### config.mk
export PLATFORM = sky130hd
export DESIGN_NAME = board_store
export DESIGN_NICKNAME = d
export VERILOG_FILES = /design/src/rtl/board_store.sv
export SDC_FILE = /design/constraint.sdc
export NUM_CORES = 1
export LEC_CHECK = 0
export BUFFER_PORTS_ARGS = -buffer_cell sky130_fd_sc_hd__clkbuf_2
export CAP_MARGIN = 20
export CORE_AREA = 10 10 231 233
export DETAILED_ROUTE_END_ITERATION = 6
export DIE_AREA = 0 0 241 243
export GPL_TIMING_DRIVEN = 1
export HOLD_SLACK_MARGIN = 0.06
export PLACE_DENSITY = 0.68
export SYNTH_ARGS = -nofsm -noshare
export SYNTH_HDL_FRONTEND = slang
export SYNTH_SLANG_ARGS = --single-unit
### constraint.sdc
create_clock -name CLK -period 16.6 [get_ports CLK]
set_input_delay 0.83 -clock CLK [delete_from_list [all_inputs] [get_ports CLK]]
set_output_delay 0.83 -clock CLK [all_outputs]
set_load 0.1 [all_outputs]
### src/rtl/board_store.sv
// Dark-chess board register: loads the canonical 32-piece set on start, shuffles it
// with an LFSR-driven Fisher-Yates pass, then serves single-square writes.
module board_store #(
    parameter logic [15:0] SEED      = 16'hACE1,
    parameter int unsigned MAX_RETRY = 8
) (
    input  logic         CLK,
    input  logic         RESET,
    input  logic         shuffle_start,
    input  logic         wr_en,
    input  logic [4:0]   wr_addr,
    input  logic [4:0]   wr_piece,
    output logic [159:0] board_output,
    output logic         board_ready,
    output logic [4:0]   red_alive,
    output logic [4:0]   black_alive
);

    localparam int unsigned NSQ = 32;
    localparam int unsigned PW  = 5;
    localparam int unsigned IW  = 5;
    localparam int unsigned RW  = (MAX_RETRY > 1) ? $clog2(MAX_RETRY) : 1;

    localparam logic [15:0] SEED_EFF  = (SEED == 16'h0000) ? 16'h0001 : SEED;
    localparam logic [15:0] LFSR_TAPS = 16'hB400;

    typedef enum logic [1:0] {
        IDLE    = 2'd0,
        SHUFFLE = 2'd1,
        READY   = 2'd2
    } state_t;

    state_t          state, state_nxt;
    logic [PW-1:0]   board     [NSQ];
    logic [PW-1:0]   board_nxt [NSQ];
    logic [15:0]     lfsr, lfsr_nxt;
    logic [IW-1:0]   step_i, step_i_nxt;
    logic [RW-1:0]   retry, retry_nxt;
    logic [IW-1:0]   draw_j;
    logic            load_c, swap_c, write_c;
    logic [4:0]      red_cnt_c, black_cnt_c;

    // Canonical covered layout; colour is the upper index bit.
    function automatic logic [PW-1:0] canon_piece(input logic [IW-1:0] idx);
        logic [2:0] ptype;
        case (idx[3:0])
            4'd0:        ptype = 3'b111;
            4'd1, 4'd2:  ptype = 3'b110;
            4'd3, 4'd4:  ptype = 3'b101;
            4'd5, 4'd6:  ptype = 3'b100;
            4'd7, 4'd8:  ptype = 3'b011;
            4'd9, 4'd10: ptype = 3'b010;
            default:     ptype = 3'b001;
        endcase
        return {idx[4], ptype, 1'b0};
    endfunction

    // Free-running Galois LFSR, shift right.
    always_comb begin
        lfsr_nxt = lfsr >> 1;
        if (lfsr[0]) begin
            lfsr_nxt = (lfsr >> 1) ^ LFSR_TAPS;
        end
    end

    assign draw_j = lfsr[IW-1:0];

    // Next-state and board update decode.
    always_comb begin
        state_nxt  = state;
        step_i_nxt = step_i;
        retry_nxt  = retry;
        load_c     = 1'b0;
        swap_c     = 1'b0;
        write_c    = 1'b0;
        case (state)
            IDLE: begin
                if (shuffle_start) begin
                    state_nxt  = SHUFFLE;
                    step_i_nxt = IW'(NSQ - 1);
                    retry_nxt  = '0;
                end
            end
            SHUFFLE: begin
                if (draw_j <= step_i) begin
                    swap_c     = 1'b1;
                    step_i_nxt = step_i - IW'(1);
                    retry_nxt  = '0;
                    if (step_i == IW'(1)) begin
                        state_nxt = READY;
                    end
                end else if (retry == RW'(MAX_RETRY - 1)) begin
                    step_i_nxt = step_i - IW'(1);
                    retry_nxt  = '0;
                    if (step_i == IW'(1)) begin
                        state_nxt = READY;
                    end
                end else begin
                    retry_nxt = retry + RW'(1);
                end
            end
            READY: begin
                if (shuffle_start) begin
                    load_c     = 1'b1;
                    state_nxt  = SHUFFLE;
                    step_i_nxt = IW'(NSQ - 1);
                    retry_nxt  = '0;
                end else if (wr_en) begin
                    write_c = 1'b1;
                end
            end
            default: begin
                state_nxt = IDLE;
            end
        endcase
    end

    // Per-square next value; i takes board[j] first so j==i degenerates to a hold.
    always_comb begin
        for (int unsigned k = 0; k < NSQ; k++) begin
            board_nxt[k] = board[k];
            if (load_c) begin
                board_nxt[k] = canon_piece(IW'(k));
            end else if (swap_c && (IW'(k) == step_i)) begin
                board_nxt[k] = board[draw_j];
            end else if (swap_c && (IW'(k) == draw_j)) begin
                board_nxt[k] = board[step_i];
            end else if (write_c && (IW'(k) == wr_addr)) begin
                board_nxt[k] = wr_piece;
            end
        end
    end

    // Live-piece popcount of the current board.
    always_comb begin
        red_cnt_c   = '0;
        black_cnt_c = '0;
        for (int unsigned k = 0; k < NSQ; k++) begin
            if (board[k][3:1] != 3'b000) begin
                if (board[k][4]) begin
                    black_cnt_c = black_cnt_c + 5'd1;
                end else begin
                    red_cnt_c = red_cnt_c + 5'd1;
                end
            end
        end
    end

    always_ff @(posedge CLK or posedge RESET) begin
        if (RESET) begin
            state       <= IDLE;
            lfsr        <= SEED_EFF;
            step_i      <= IW'(NSQ - 1);
            retry       <= '0;
            board_ready <= 1'b0;
            red_alive   <= 5'd16;
            black_alive <= 5'd16;
            for (int unsigned k = 0; k < NSQ; k++) begin
                board[k] <= canon_piece(IW'(k));
            end
        end else begin
            state       <= state_nxt;
            lfsr        <= lfsr_nxt;
            step_i      <= step_i_nxt;
            retry       <= retry_nxt;
            board_ready <= (state_nxt == READY);
            red_alive   <= red_cnt_c;
            black_alive <= black_cnt_c;
            for (int unsigned k = 0; k < NSQ; k++) begin
                board[k] <= board_nxt[k];
            end
        end
    end

    for (genvar g = 0; g < NSQ; g++) begin : g_flat
        assign board_output[g*PW +: PW] = board[g];
    end

endmodule
==> flow_summary.json <==
{
  "place.gp.congestion": 0.963,
  "ys.flop_type": "dfrtp_1",
  "yosys.cell_types.count": 87,
  "holdBufCountCts": 0,
  "grt_overflow": 0,
  "synth_xor_area_frac": 0.133,
  "syn_inst": 2792,
  "criticalPathCategory": "reg2reg",
  "die_area_um2": 58600,
  "num_antenna_cells": 0,
  "post_dp_cell_area_um2": 24700,
  "syn_nets": 2878,
  "num-fill-cells": 4477,
  "period_needed_ps": 16400,
  "synth_area_um2": 23200,
  "outcome": "finished, violations left",
  "synth-edff-count": 0,
  "async_reset_ff_frac": 1.00,
  "layout-drive-gt1-share": 0.243,
  "antenna_found_initial": 2,
  "syn2layout_area_growth_pct": 13.0,
  "wl_per_cell_um": 25.2,
  "rsz0062_at_grt": "yes",
  "crit_path_end_kind": "register",
  "root_buffer": "clkbuf_16",
  "vias": 24100,
  "synth-adder-area-share": 0.0388,
  "grt_pass1_vias": 22200,
  "fmaxAchievable_mhz": 61.0,
  "tritoncts": "done",
  "clk_latency_ps": 470,
  "finalNetCount": 3008,
  "setup_viol": 0,
  "cp.arrival_ps": 16800,
  "slew_headroom": 0.249,
  "placement.io_buffers": 184,
  "yosysWarnings": 0,
  "initial_core_util": 0.477,
  "dp_hpwl_um": 64900,
  "synthSimpleGateAreaFrac": 0.206,
  "path_common_cell": "ha_1",
  "drt_iter0_drc": 3104,
  "cp-start-kind": "register",
  "drt-total-wl_um": 89600,
  "synth_seq_cells": 197,
  "slowest_delay_ps": 570,
  "grt_pass1_wl_um": 134000,
  "synth-compound-area-share": 0.223,
  "muxShareOfSynthArea": 0.143,
  "finalHoldViolations": 0,
  "cap_violations": 0,
  "report.final.slew_viol_count": 0,
  "core_um2": 48600,
  "cp_slowest_cell": "dfstp_2",
  "fin_skew_ps": 16.6,
  "cts_made_buffers": 17,
  "cts.htree.levels": 4,
  "postLayoutCellArea_um2": 26200,
  "worst-endpoint-required_ps": 17010,
  "violations": "design-rule violations",
  "cp_max_fo": 4,
  "syn-mean-instance-area_um2": 8.32,
  "chipWidth_um": 241,
  "synth_top_family_by_area": "compound AO/OA/AOI/OAI gates",
  "period_share": 0.988,
  "rows": 81,
  "hold_path.class": "reg2reg",
  "fp.dieH_um": 243,
  "grt_start_max_net_pins": 132,
  "via_per_inst": 6.76,
  "remaining_drc_errors": 8,
  "io_pins": 185,
  "clk_pin_slew_ps": 80,
  "worst_pin_slew_ps": 1120,
  "grt_usage": 0.292,
  "synth-seq-area-share": 0.217,
  "ant_nets": 0,
  "drt-pass1-iter-count": 7,
  "cts_sinks": 197,
  "clk_path_buf_depth": 2
}
## cell families after synthesis
logic type      count (synthesis)
simple gates                 1012
compound gates                787
fa+ha+maj                      72
xor+xnor                      284
mux                           202
flops                         197
buf+inv                       238
## layout make-up
type / count / area [um2] / area share
inverter: 63 / 246 / 0.00939
tap: 622 / 778 / 0.0297
timing repair buffer: 286 / 1690 / 0.0643
clock inverter: 13 / 168 / 0.00639
multi-input combinational: 2357 / 17900 / 0.682
clock buffer: 19 / 433 / 0.0165
sequential: 197 / 5030 / 0.192
## sequential cells by signal, summed over array words and instances, names as in the netlist
register / cells
board_output: 160
lfsr: 16
black_alive: 5
red_alive: 5
step_i: 5
retry: 3
state: 2
board_ready: 1
## worst max-delay path: cells and delay by family (launching register included)
kind | cells | cell delay [ps]
adder cells (fa/ha/maj) | 17 | 4430
AO/OA/AOI/OAI | 27 | 4280
AND/OR/NAND/NOR | 23 | 2650
XOR/XNOR | 14 | 2350
multiplexers | 7 | 1660
flip-flops | 1 | 570
buffers and inverters | 4 | 320
## metal layers
| layer | wire, um | global-route usage |
|---|---|---|
| met5 | 23 | 0 |
| met4 | 4760 | 0.136 |
| met3 | 9480 | 0.0641 |
| met2 | 39700 | 0.445 |
| met1 | 35700 | 0.387 |
## cell usage in the layout, fill, tap and decap left out, drive strengths merged, types with 99 or more instances in the layout
master  count
clkbuf    206
xnor2     195
nor2      320
nand3     107
o21ai     172
buf        99
nand2     241
mux4      100
dfrtp     118
a21oi     186
## Yosys cell counts (43+ instances only)
master,number,share of area
a31oi_1,60,0.016
nand2b_1,57,0.015
o21ai_0,170,0.037
o211ai_1,97,0.031
mux4_2,100,0.097
dfrtp_1,118,0.13
inv_1,58,0.0094
nand3_1,107,0.023
nor3_1,87,0.019
dfstp_2,79,0.089
xnor2_1,180,0.068
ha_1,72,0.039
nand2_1,241,0.039
xor2_1,57,0.021
nor2_1,319,0.052
clkbuf_1,153,0.025
mux2_2,43,0.021
a22o_1,63,0.024
mux2i_1,59,0.025
a21oi_1,186,0.040
## timing repair
item / 4_1_cts / 5_1_grt
buffers inserted: 6 / 31
pin swaps: 5 / 59
gates resized for setup: 28 / 90
setup endpoints to repair: 5 / 8
## worst paths after layout
check | startpoint | endpoint | slack [ps] | cells past startpoint
setup / recovery | board_output[2] | red_alive[4] | 200 | 92
max in group asynchronous | RESET | board_output[19] | 14680 | 3
setup reg to reg | board_output[2] | red_alive[4] | 200 | 92
hold reg to reg | lfsr[9] | lfsr[8] | 350 | 0
min in group asynchronous | RESET | board_output[133] | 540 | 2
hold / removal | lfsr[9] | lfsr[8] | 350 | 0
## per-stage QoR
step	setup WS, ps	utilization	TNS (ps)	hold slack [ps]	instances
after floorplan	118	-	0	331	2792
after global placement	85.0	0.508	0	335	3482
after detailed placement	-419	0.509	-1030	344	3483
after CTS	-6.53	0.524	-6.53	357	3521
after global routing	-603	0.539	-2440	364	3557
final	205	0.539	0	353	3557
Power is left out: the tool's default activity adds up to more than one toggle a clock period on the data nets, which glitch-free logic cannot reach.
